$ cat config.mk
export PLATFORM = sky130hd
export DESIGN_NAME = rom_rec_serializer
export DESIGN_NICKNAME = d
export VERILOG_FILES = /design/src/rtl/rom_ser_pkg.sv /design/src/rtl/rec_shifter.sv /design/src/rtl/rom_rec_serializer.sv
export SDC_FILE = /design/constraint.sdc
export NUM_CORES = 1
export LEC_CHECK = 0
export CAP_MARGIN = 0
export CELL_PAD_IN_SITES_DETAIL_PLACEMENT = 1
export CELL_PAD_IN_SITES_GLOBAL_PLACEMENT = 2
export CORE_ASPECT_RATIO = 1.75
export CORE_MARGIN = 4
export CORE_UTILIZATION = 29
export CTS_CLUSTER_DIAMETER = 50
export DETAILED_ROUTE_END_ITERATION = 12
export PLACE_DENSITY_LB_ADDON = 0.1
export SYNTH_ARGS = -nofsm -noshare
export SYNTH_HDL_FRONTEND = slang
export SYNTH_SLANG_ARGS = --single-unit
$ cat constraint.sdc
create_clock -name clk -period 1.6 [get_ports clk]
set_input_delay 0.16 -clock clk [delete_from_list [all_inputs] [get_ports clk]]
set_output_delay 0.16 -clock clk [all_outputs]
set_load 0.01 [all_outputs]
$ cat src/rtl/rom_ser_pkg.sv
// Shared types and constants for the record ROM serializer.
// Record geometry and sequencer state encoding.
package rom_ser_pkg;

  localparam int REC_W       = 14;
  localparam int ADDR_W      = 3;
  localparam int NUM_ROM_REC = 8;

  typedef enum logic [2:0] {
    S_IDLE,
    S_LOAD,
    S_SHIFT,
    S_PAR,
    S_DONE
  } ser_state_t;

endpackage

$ cat src/rtl/rec_shifter.sv
// Record load/shift register with even-parity capture and bit counter.
// Load takes priority over shift; the counter tracks the bit on msb_o.
module rec_shifter #(
  parameter int W = 14
) (
  input  logic         clk,
  input  logic         rst,
  input  logic         load_i,
  input  logic         shift_i,
  input  logic [W-1:0] data_i,
  output logic         msb_o,
  output logic         parity_o,
  output logic         first_o,
  output logic         last_bit_o
);

  localparam int CW = $clog2(W);
  localparam logic [CW-1:0] LAST = CW'(W - 1);

  logic [W-1:0]  shreg_q, shreg_d;
  logic          par_q, par_d;
  logic [CW-1:0] cnt_q, cnt_d;

  always_comb begin
    shreg_d = shreg_q;
    par_d   = par_q;
    cnt_d   = cnt_q;
    if (load_i) begin
      shreg_d = data_i;
      par_d   = ^data_i;
      cnt_d   = '0;
    end else if (shift_i) begin
      shreg_d = {shreg_q[W-2:0], 1'b0};
      cnt_d   = cnt_q + 1'b1;
    end
  end

  always_ff @(posedge clk or posedge rst) begin
    if (rst) begin
      shreg_q <= '0;
      par_q   <= 1'b0;
      cnt_q   <= '0;
    end else begin
      shreg_q <= shreg_d;
      par_q   <= par_d;
      cnt_q   <= cnt_d;
    end
  end

  assign msb_o      = shreg_q[W-1];
  assign parity_o   = par_q;
  assign first_o    = (cnt_q == '0);
  assign last_bit_o = (cnt_q == LAST);

endmodule

$ cat src/rtl/rom_rec_serializer.sv
// Walks a run of ROM addresses and streams each record MSB-first
// followed by an even-parity bit over a valid/ready serial link.
module rom_rec_serializer #(
  parameter int REC_W  = 14,
  parameter int ADDR_W = 3
) (
  input  logic              clk,
  input  logic              rst,
  input  logic              start,
  input  logic [ADDR_W-1:0] first_addr,
  input  logic [ADDR_W:0]   num_rec,
  output logic [ADDR_W-1:0] addrRom,
  input  logic [REC_W-1:0]  recRom,
  output logic              ser_bit,
  output logic              ser_valid,
  input  logic              ser_ready,
  output logic              ser_first,
  output logic              ser_last,
  output logic              busy,
  output logic              done
);

  import rom_ser_pkg::*;

  localparam logic [ADDR_W:0] REM_ONE = (ADDR_W + 1)'(1);

  ser_state_t        state_q, state_d;
  logic [ADDR_W-1:0] addr_q, addr_d;
  logic [ADDR_W:0]   rem_q, rem_d;
  logic              load, shift;
  logic              msb, parity, first_bit, last_bit;

  rec_shifter #(.W(REC_W)) u_shifter (
    .clk        (clk),
    .rst        (rst),
    .load_i     (load),
    .shift_i    (shift),
    .data_i     (recRom),
    .msb_o      (msb),
    .parity_o   (parity),
    .first_o    (first_bit),
    .last_bit_o (last_bit)
  );

  always_comb begin
    state_d = state_q;
    addr_d  = addr_q;
    rem_d   = rem_q;
    load    = 1'b0;
    shift   = 1'b0;
    unique case (state_q)
      S_IDLE: begin
        if (start) begin
          addr_d  = first_addr;
          rem_d   = num_rec;
          state_d = (num_rec == '0) ? S_DONE : S_LOAD;
        end
      end
      S_LOAD: begin
        load    = 1'b1;
        state_d = S_SHIFT;
      end
      S_SHIFT: begin
        if (ser_ready) begin
          shift = 1'b1;
          if (last_bit) state_d = S_PAR;
        end
      end
      S_PAR: begin
        if (ser_ready) begin
          rem_d = rem_q - 1'b1;
          if (rem_q == REM_ONE) begin
            state_d = S_DONE;
          end else begin
            // Natural overflow of the address gives the 7 -> 0 wrap.
            addr_d  = addr_q + 1'b1;
            state_d = S_LOAD;
          end
        end
      end
      S_DONE:  state_d = S_IDLE;
      default: state_d = S_IDLE;
    endcase
  end

  always_ff @(posedge clk or posedge rst) begin
    if (rst) begin
      state_q <= S_IDLE;
      addr_q  <= '0;
      rem_q   <= '0;
    end else begin
      state_q <= state_d;
      addr_q  <= addr_d;
      rem_q   <= rem_d;
    end
  end

  assign addrRom   = addr_q;
  assign ser_valid = (state_q == S_SHIFT) || (state_q == S_PAR);
  assign ser_bit   = ((state_q == S_SHIFT) && msb) ||
                     ((state_q == S_PAR) && parity);
  assign ser_first = (state_q == S_SHIFT) && first_bit;
  assign ser_last  = (state_q == S_PAR);
  assign busy      = (state_q == S_LOAD) || ser_valid;
  assign done      = (state_q == S_DONE);

endmodule

==> results.md <==
- Initial antenna violation count: 0
- Post-synth top area share: about two fifths
- Max_cap viols: 0
- Vias per inst: ~4.7
- Startpoint Class: flop
- EDFF count, synth: 0
- Area Growth Syn to Fin: 48.7%
- Final Hold Fails: 0
- Most used DFF post-synth: dfrtp_1
- Most frequent cells in the layout: buf_4 (30), dfrtp_1 (27), clkdlybuf4s50_1 (26)
- DRC errors left: 0
- Unrepaired setup endpoints after global routing: true
- H-Tree Depth: 2
- Cell count after synthesis: ~180
- Slew Limit Fails: 0
- Largest net degree at the start of global routing: 30
- Initial core utilization: 29.8%
- Pleak: around 1.1 nW
- Boundary Pins: 34
- Die Area: between 7000 and 8000 um2
- Slowest cell on crit path: dfrtp_2
- Layout cells sized above 1: about 29%
- Fmax: a little under 600 MHz
- Final setup margin: -107 ps
- Filler cell count: between 600 and 700
- Slowest stage delay, CP: 420 ps
- Worst R2R Start: state_q[1]
- Reg2reg end: addrRom[0]
- Maximum vdd drop: between 0.5 and 0.6 mV
- Worst Path Max Fanout: 5
- Synthesized net count: about 200
- Area occupied by registers: 728 um2
- Hold Buf Count CTS: 0
- Hpwl dp: between 3000 and 4000 um
- Leading area contributor after synthesis: dfrtp_1
- Crit path to: addrRom[0]
- Flop2flop setup slack: -110 ps
- Place WS: -309 ps
- Worst Hold Class: input pin to flop
- Vias in the first global route: approximately 1700
- Rows: 37
- Worst slew pin tran: between 300 and 400 ps
- Most common cell after layout, fill and taps aside: buf_4
- CTS tree: done
- CTS clock-pin slew for the worst setup and hold paths: approximately 70 ps
- Final Power: 4.41 mW
- Ys async rst share: 100%
- Root Driver: clkbuf_8
- First-pass GRT wire length: approximately 7700 um
- Global Route Usage Sum: around 14%
- Skew-Pair Late Insertion Delay: about 280 ps
- Wire length per cell: roughly 15 um
- Tcrit/Tclk final: 107%
- First-pass detailed-route iteration total: 4
- Die Width: around 66 um
- Clock Sinks: 29
- R2R depth: 6
- Setup TNS: -518 ps
- Ranking of synthesized cells by area: dfrtp_1 (42%), mux2i_1 (8.7%), o21ai_0 (5.2%)
- Netlist cell types: 38
- CP Data Arrival Time: roughly 1900 ps
- Synth Register Bits: 29
- Warnings from Yosys: 0
- Cell area after synthesis: 1740 um2
- Clk buf depth: 2
- Final Setup Violations: 8
- Failing checks: setup timing
- Status: finished with violations
- Hold_ws: 207 ps
- Total grt overflow: 0
- PwrDens: 1710 nW/um2
- Max transition margin: between 70% and 80%
- WP data required: between 1500 and 2000 ps
- CTS Buf Count: 5
- Routed WL: ~4800 um
- Worst setup startpoint: state_q[1]
- Routability Congestion: just over 0.7
- Avg Cell Area, Syn: between 9 and 10 um2
- Die Ht: between 100 and 150 um
- Sequential-to-total area share from yosys stat: around two fifths
- Critical path class: flop to flop
- Core area: 5830 um2
- Most used cell, CP: buf_6
- Crit path cell chain: buf_6 > or3b_4 > a221oi_4 > buf_6 > o21ai_2 > mux2i_1
- Final worst path period need: 1710 ps
- Area of the multi-input gates: 953 um2
- Worst Clk Skew: 5.62 ps
- ANT nets after route: 0
- Nets: between 200 and 300
- IO buf count: 33
- CP Capture Type: flop
- Diode count: 0
- DR iter-0 viols: 22
- Vias: 1536
power by group:
part | switching, mW | total [mW] | internal, mW
sequential | 0.222 | 1.29 | 1.06
clock | 0.286 | 0.586 | 0.301
combinational | 1.15 | 2.54 | 1.39
cell families after synthesis:
logic type | count (synthesis) | share of synthesized area, %
xor+xnor | 14 | 8.65
simple gates | 56 | 16.4
mux | 15 | 8.65
compound gates | 38 | 14.3
fa+ha+maj | 6 | 4.33
buf+inv | 17 | 5.84
flops | 29 | 41.8
timing repair:
action / CTS / global route
pin swaps: 2 / 9
gates resized for setup: 29 / 17
endpoints found under the setup margin: 11 / 17
cloned: 0 / 1
buffers inserted: 7 / 6
per-stage QoR:
step                instances  instance area (um2)  util, %
finish                    326                 2580     44.3
global placement          304                 2320     39.8
global route              326                 2580     44.3
detailed placement        304                 2320     39.8
floorplan                 175                 1740        -
CTS                       319                 2480     42.6
critical path, delay by kind of cell (launching register included):
| kind | cells | cell delay, ps |
|---|---|---|
| AO/OA/AOI/OAI | 2 | 410 |
| buffers and inverters | 2 | 290 |
| flip-flops | 1 | 420 |
| multiplexers | 1 | 120 |
| AND/OR/NAND/NOR | 1 | 390 |
synthesized netlist by cell type, drive strengths merged, types with 3 or more instances:
master,count
nand2,18
dfrtp,29
mux2i,15
nand2b,5
a21oi,10
nand3,5
nor2,13
o21ai,19
clkbuf,3
inv,8
buf,6
xnor2,10
ha,6
registers in the layout (all words and copies together) (netlist names):
register            count
addrRom                 3
rem_q                   4
state_q                 3
u_shifter.cnt_q         4
u_shifter.parity_o      1
u_shifter.shreg_q      14
how the worst min path moves through the flow:
stage	startpoint	end	slack (ps)	cells after the start
floorplan	rst	addrRom[0]	240	1
global placement	u_shifter.shreg_q[0]	u_shifter.shreg_q[0]	490	1
detailed placement	u_shifter.shreg_q[0]	u_shifter.shreg_q[0]	490	1
CTS	rst	rem_q[2]	280	3
global route	recRom[6]	u_shifter.shreg_q[6]	210	3
finish	recRom[6]	u_shifter.shreg_q[6]	210	3
final cells by class:
class                           instances  area share [%]
Multi-Input combinational cell        129            36.9
Sequential cell                        29            28.2
Timing Repair Buffer                   74            26.7
Tap cell                               78            3.78
Clock buffer                            6            2.81
Inverter                                8            1.16
Clock inverter                          2           0.388
per-layer routing:
layer | global-route usage (%) | routed length, um | up-vias
li1 | - | - | 745
met1 | 12.0 | 1500 | 757
met2 | 29.2 | 3020 | 28
met3 | 3.04 | 169 | 6
met4 | 4.80 | 72 | 0
met5 | 0 | 0 | -
(Power assumes the default switching activity.)
